==> src/rtl/fpga_ram_engine.sv <==
// fpga_ram_engine
//   Bus initiator for the on-chip RAM request port. It runs FILL or CHECK block operations over
//   a programmable address window. The expected word at address a is pattern ^ {20'h0, a}.
//   FILL writes that word. CHECK reads each word back, compares it and counts mismatches.
//
// Optional feature macro: MEM_ENGINE_CHECKSUM_EN
//   When defined, adds checksum_o. This is the mod-2^32 sum of every transferred word.
//
// Ports
//   clk_i, rst_i          clock; asynchronous active-high reset
//   start_i, op_i         command strobe (IDLE only); 0 = FILL, 1 = CHECK
//   base_i, length_i      first word address; word count 0..4096
//   pattern_i             data seed
//   busy_o, done_o        operation in progress; one-cycle end pulse (also on abort)
//   err_count_o           CHECK mismatch count
//   first_err_addr_o      address of the first mismatch
//   err_flag_o            at least one mismatch seen
//   timeout_o             last operation aborted waiting for mem_ready_i
//   checksum_o            (MEM_ENGINE_CHECKSUM_EN only) sum of transferred words
//   mem_cs_o, mem_we_o    RAM chip select; byte write enables
//   mem_address_o         RAM word address
//   mem_write_data_o      RAM write data
//   mem_read_data_i       RAM read data
//   mem_ready_i           RAM access acknowledge
module fpga_ram_engine #(
    parameter int unsigned TIMEOUT_CYCLES = 16
) (
    input  logic        clk_i,
    input  logic        rst_i,
    input  logic        start_i,
    input  logic        op_i,
    input  logic [11:0] base_i,
    input  logic [12:0] length_i,
    input  logic [31:0] pattern_i,
    output logic        busy_o,
    output logic        done_o,
    output logic [12:0] err_count_o,
    output logic [11:0] first_err_addr_o,
    output logic        err_flag_o,
    output logic        timeout_o,
`ifdef MEM_ENGINE_CHECKSUM_EN
    output logic [31:0] checksum_o,
`endif
    output logic        mem_cs_o,
    output logic [3:0]  mem_we_o,
    output logic [11:0] mem_address_o,
    output logic [31:0] mem_write_data_o,
    input  logic [31:0] mem_read_data_i,
    input  logic        mem_ready_i
);

    typedef enum logic [1:0] {StIdle, StReq, StGap, StDone} state_e;

    // Index of the last REQ cycle before a stalled access is abandoned.
    localparam logic [7:0] WaitLast = 8'(TIMEOUT_CYCLES - 1);

    state_e      state_q, state_d;
    logic        op_q, op_d;
    logic [11:0] addr_q, addr_d;
    logic [12:0] remain_q, remain_d;
    logic [31:0] pattern_q, pattern_d;
    logic [7:0]  wait_q, wait_d;
    logic [12:0] err_count_q, err_count_d;
    logic [11:0] first_err_addr_q, first_err_addr_d;
    logic        err_flag_q, err_flag_d;
    logic        timeout_q, timeout_d;
`ifdef MEM_ENGINE_CHECKSUM_EN
    logic [31:0] checksum_q, checksum_d;
`endif

    logic [31:0] expected;
    logic        ready_ok;
    logic        mismatch;

    assign expected = pattern_q ^ {20'h0, addr_q};
    // A ready seen in the first REQ cycle may be left over from the previous access.
    assign ready_ok = mem_ready_i && (wait_q != 8'd0);
    assign mismatch = (mem_read_data_i != expected);

    always_ff @(posedge clk_i or posedge rst_i) begin
        if (rst_i) begin
            state_q          <= StIdle;
            op_q             <= 1'b0;
            addr_q           <= 12'h0;
            remain_q         <= 13'h0;
            pattern_q        <= 32'h0;
            wait_q           <= 8'h0;
            err_count_q      <= 13'h0;
            first_err_addr_q <= 12'h0;
            err_flag_q       <= 1'b0;
            timeout_q        <= 1'b0;
`ifdef MEM_ENGINE_CHECKSUM_EN
            checksum_q       <= 32'h0;
`endif
        end else begin
            state_q          <= state_d;
            op_q             <= op_d;
            addr_q           <= addr_d;
            remain_q         <= remain_d;
            pattern_q        <= pattern_d;
            wait_q           <= wait_d;
            err_count_q      <= err_count_d;
            first_err_addr_q <= first_err_addr_d;
            err_flag_q       <= err_flag_d;
            timeout_q        <= timeout_d;
`ifdef MEM_ENGINE_CHECKSUM_EN
            checksum_q       <= checksum_d;
`endif
        end
    end

    always_comb begin
        state_d          = state_q;
        op_d             = op_q;
        addr_d           = addr_q;
        remain_d         = remain_q;
        pattern_d        = pattern_q;
        wait_d           = wait_q;
        err_count_d      = err_count_q;
        first_err_addr_d = first_err_addr_q;
        err_flag_d       = err_flag_q;
        timeout_d        = timeout_q;
`ifdef MEM_ENGINE_CHECKSUM_EN
        checksum_d       = checksum_q;
`endif
        unique case (state_q)
            StIdle: begin
                if (start_i) begin
                    op_d             = op_i;
                    addr_d           = base_i;
                    remain_d         = length_i;
                    pattern_d        = pattern_i;
                    wait_d           = 8'h0;
                    err_count_d      = 13'h0;
                    first_err_addr_d = 12'h0;
                    err_flag_d       = 1'b0;
                    timeout_d        = 1'b0;
`ifdef MEM_ENGINE_CHECKSUM_EN
                    checksum_d       = 32'h0;
`endif
                    state_d          = (length_i == 13'h0) ? StDone : StReq;
                end
            end
            StReq: begin
                if (ready_ok) begin
                    if (op_q && mismatch) begin
                        err_count_d = err_count_q + 13'd1;
                        if (!err_flag_q) begin
                            err_flag_d       = 1'b1;
                            first_err_addr_d = addr_q;
                        end
                    end
`ifdef MEM_ENGINE_CHECKSUM_EN
                    checksum_d = checksum_q + (op_q ? mem_read_data_i : expected);
`endif
                    state_d = StGap;
                end else if (wait_q == WaitLast) begin
                    timeout_d = 1'b1;
                    state_d   = StDone;
                end else begin
                    wait_d = wait_q + 8'd1;
                end
            end
            StGap: begin
                remain_d = remain_q - 13'd1;
                addr_d   = addr_q + 12'd1;
                wait_d   = 8'h0;
                state_d  = (remain_q == 13'd1) ? StDone : StReq;
            end
            StDone: begin
                state_d = StIdle;
            end
            default: begin
                state_d = StIdle;
            end
        endcase
    end

    // Bus and status outputs decode straight from registers; the reset-driven state drop
    // takes mem_cs_o low without waiting for a clock.
    assign busy_o           = (state_q == StReq) || (state_q == StGap);
    assign done_o           = (state_q == StDone);
    assign mem_cs_o         = (state_q == StReq);
    assign mem_we_o         = ((state_q == StReq) && !op_q) ? 4'hf : 4'h0;
    assign mem_address_o    = addr_q;
    assign mem_write_data_o = expected;
    assign err_count_o      = err_count_q;
    assign first_err_addr_o = first_err_addr_q;
    assign err_flag_o       = err_flag_q;
    assign timeout_o        = timeout_q;
`ifdef MEM_ENGINE_CHECKSUM_EN
    assign checksum_o       = checksum_q;
`endif

endmodule

==> config.mk <==
export PLATFORM = sky130hd
export DESIGN_NAME = fpga_ram_engine
export DESIGN_NICKNAME = d
export VERILOG_FILES = /design/src/rtl/fpga_ram_engine.sv
export SDC_FILE = /design/constraint.sdc
export NUM_CORES = 1
export LEC_CHECK = 0
export ABC_AREA = 1
export CAP_MARGIN = 20
export CORE_ASPECT_RATIO = 1.25
export CORE_MARGIN = 2
export CORE_UTILIZATION = 30
export DETAILED_ROUTE_END_ITERATION = 12
export GPL_TIMING_DRIVEN = 1
export MAX_ROUTING_LAYER = met4
export SETUP_SLACK_MARGIN = 0.2
export SYNTH_ARGS = -nofsm -noshare
export SYNTH_HDL_FRONTEND = slang
export SYNTH_SLANG_ARGS = --single-unit
==> constraint.sdc <==
create_clock -name clk_i -period 3.5 [get_ports clk_i]
set_input_delay 1.05 -clock clk_i [delete_from_list [all_inputs] [get_ports clk_i]]
set_output_delay 1.05 -clock clk_i [all_outputs]
set_load 0.02 [all_outputs]
==> flow_metrics.env, run 1 <==
export IMPL_dr_total_vias=5616
export IMPL_crit_required_ns=2.45
export IMPL_first_iter_violations=341
export IMPL_hpwl_mm=13.5
export IMPL_switching_share_pct=46.9
export IMPL_r2r_start="state_q[1]$_DFFE_PP0P_"
export IMPL_syn_num_nets=945
export IMPL_slowest_stage="clkdlybuf4s50_1"
export IMPL_grt_overflow_total=0
export IMPL_place_gp_congestion=0.815
export IMPL_synth_cell_types=40
export IMPL_hold_path_depth=2
export IMPL_cts_tree="built"
export IMPL_synth_flop_cell="dfrtp_1"
export IMPL_worst_path_buf_inv=3
export IMPL_ff2ff_setup_slack_ns=1.09
export IMPL_h_tree_depth=3
export IMPL_synth_largest_area_cell="dfrtp_1"
export IMPL_synth_most_common_cell="nand2_1"
export IMPL_seq_area_frac_synth_pct=40.6
export IMPL_cp_end_kind="output port"
export IMPL_synthArstFlopShare_pct=100
export IMPL_synth_area_sq_um=5850
export IMPL_max_slew_margin_pct=49.2
export IMPL_start_kind="flop"
export IMPL_reg2reg_depth=13
export IMPL_antennaDiodeCount=0
export IMPL_ys_top_cells_by_count="294 x nand2_1, 117 x inv_1, 95 x dfrtp_1, 77 x o21ai_0, 61 x nor2_1"
export IMPL_io_pin_count=172
export IMPL_arrival_ns=2.05
export IMPL_rsz0062_at_grt="false"
export IMPL_ir_worst_vdd_mv=0.282
export IMPL_via_per_inst=4.58
export IMPL_clkPwrFrac_pct=15.6
export IMPL_synth_edf_count=0
export IMPL_crit_family="buffers and inverters"
export IMPL_critical_path_cell_chain="inv_1 -> ha_1 -> buf_4 -> clkdlybuf4s50_1"
export IMPL_ant_nets=0
export IMPL_port_buffers=171
export IMPL_ys_seq_elements=95
export IMPL_fmax_mhz=323
export IMPL_synth_avg_cell_area_sq_um=6.96
export IMPL_clk_latency_ns=0.35
export IMPL_die_w_um=129
export IMPL_p_leak_uw=0.00383
export IMPL_p_int_uw=3580
export IMPL_antenna_found_initial=0
export IMPL_yosysWarnings=0
export IMPL_finalNetCount=1088
export IMPL_post_route_drc_count=0
export IMPL_first_global_vias=5495
export IMPL_path_class="reg2out"
export IMPL_cts_made_buffers=9
export IMPL_p_comb_share_pct=55.7
export IMPL_dpl_worst_slack_ns=0.390
export IMPL_hold_class="reg2reg"
export IMPL_row_count=57
export IMPL_cellPowerDensity_nw_per_um2=843
export IMPL_clkSinkCount=95
export IMPL_area_growth_pct=36.4
export IMPL_drt_pass1_iterations=5
export IMPL_fin_ws_ns=0.404
export IMPL_cts_root_buffer="clkbuf_16"
export IMPL_drv_cap=0
export IMPL_post_route_min_period_ns=3.10
export IMPL_final_max_slew_viol_count=0
export IMPL_outcome="finished clean"
export IMPL_grt_start_max_net_pins=45
export IMPL_synth_top_cells_by_area="dfrtp_1 41%, nand2_1 19%, inv_1 7.5%"
export IMPL_tightest_slew_ns=0.760
export IMPL_slowest_delay_ns=0.68
export IMPL_synth_cells=841
export IMPL_cp_depth=4
export IMPL_p_switching_uw=3160
export IMPL_core_area_sq_um=19300
export IMPL_cts_setup_buffers=0
export IMPL_clk_pin_slew_ns=0.08
export IMPL_path_max_fanout=27
export IMPL_drive_gt1_share_pct=4.85
export IMPL_hold_viol=0
export IMPL_min_delay_start="first_err_addr_o[11]$_DFFE_PP0P_"
export IMPL_final_core_util_pct=41.5
export IMPL_setup_tns_ns=0
export IMPL_clockBufferDepth=2
export IMPL_start_util_pct=30.4
export IMPL_setup_viol=0
export IMPL_reg2reg_to="first_err_addr_o[0]$_DFFE_PP0P_"
export IMPL_die_h_um=160
export IMPL_pwr_share_seq_pct=28.7
export IMPL_power_total_uw=6730
export IMPL_fin_worst_skew_ns=0.00959
export IMPL_cts_hold_buf=0
export IMPL_dieArea_sq_um=20700
export IMPL_wl_per_cell_um=14.4
export IMPL_grt_pass1_wl_mm=27.8
export IMPL_finalWirelength_mm=17.6
export IMPL_min_to="first_err_addr_o[11]$_DFFE_PP0P_"
export IMPL_synth_top_area_share_pct=40.6
export IMPL_post_route_period_util_pct=88.5
export IMPL_grt_usage_pct=17.8
[registers in the layout (all words and copies together) (netlist names)]
| register | cells |
|---|---|
| op_q | 1 |
| timeout_o | 1 |
| first_err_addr_o | 12 |
| pattern_q | 32 |
| remain_q | 13 |
| err_count_o | 13 |
| state_q | 2 |
| mem_address_o | 12 |
| err_flag_o | 1 |
| wait_q | 8 |
[worst max-delay path by stage]
stage / startpoint / slack, ns / endpoint
3_3_place_gp: mem_read_data_i[18] / 0.45 / first_err_addr_o[11]$_DFFE_PP0P_
5_1_grt: state_q[1]$_DFFE_PP0P_ / 0.27 / mem_cs_o
4_1_cts: state_q[1]$_DFFE_PP0P_ / 0.36 / mem_we_o[1]
2_1_floorplan: state_q[1]$_DFFE_PP0P_ / 0.76 / mem_we_o[1]
3_5_place_dp: mem_read_data_i[18] / 0.39 / first_err_addr_o[0]$_DFFE_PP0P_
6_report: state_q[1]$_DFFE_PP0P_ / 0.40 / mem_cs_o
[tightest hold or removal path, cell delays in order (launching register included)]
cell and delay (ns):
dfrtp_1 0.35, nand2_1 0.05, nand2_1 0.05
[through the flow]
| stage | hold WS [ns] | instance area (sq um) | cells |
|---|---|---|---|
| after global routing | 0.516 | 7990 | 1225 |
| final | 0.484 | 7990 | 1225 |
| after global placement | 0.468 | 7670 | 1209 |
| after CTS | 0.490 | 7990 | 1225 |
| after detailed placement | 0.469 | 7670 | 1209 |
| after floorplan | 0.450 | 5860 | 841 |
[power by group through the flow]
stage | logic [uW] | clock network (uW) | registers (uW)
after floorplan | 2460 | 0 | 1940
after global placement | 3740 | 0 | 1960
after detailed placement | 3780 | 0 | 1970
after CTS | 3800 | 1090 | 1950
after global routing | 4210 | 1130 | 1990
final | 3750 | 1050 | 1940
[cell families after synthesis]
family | after synthesis | share of synthesized area [%]
simple gates | 417 | 29.0
xor+xnor | 24 | 3.85
buf+inv | 174 | 13.3
fa+ha+maj | 10 | 2.14
compound gates | 121 | 11.1
flops | 95 | 40.6
[layer usage]
metal | global-route usage, % | part of all wire [%] | vias up
met4 | 6.62 | 2.8 | 0
met1 | 20.5 | 43 | 2561
met3 | 2.98 | 4.1 | 24
li1 | - | - | 2882
met2 | 30.8 | 50 | 149
met5 | - | 0 | -
[final cells by class]
| cell class | count | area [sq um] |
|---|---|---|
| fill | 2002 | 11300 |
| multi-input combinational | 572 | 2710 |
| sequential | 95 | 2380 |
| timing repair buffer | 184 | 1830 |
| inverter | 122 | 462 |
| tap | 236 | 295 |
| clock buffer | 9 | 225 |
| clock inverter | 7 | 83.8 |
[what timing repair did]
item                                   CTS  global route
endpoints found under the hold margin    0             0
resized for setup                        1             0
setup endpoints to repair                4             0
[cell usage in the layout, fill, tap and decap left out, types with 3 or more instances in the layout]
master,n
a21oi_1,18
a31oi_1,3
buf_4,11
clkbuf_16,9
clkdlybuf4s50_1,171
dfrtp_1,95
ha_1,10
inv_1,115
inv_2,5
inv_6,3
nand2_1,294
nand3_1,25
nand3b_1,3
nand4_1,7
nor2_1,60
nor3_1,15
o211ai_1,5
o21ai_0,77
o21ai_1,5
o21ai_2,3
o22ai_1,5
xnor2_1,7
xor2_1,15
No activity file was read; power rests on OpenSTA's default activity.
==> run 2, diff against run 1 <==
Settings changed: SKIP_CTS_REPAIR_TIMING set to 1.
==> results of run 2 <==
Same layout as run 1: the final DEF is identical, and so are final timing and power.
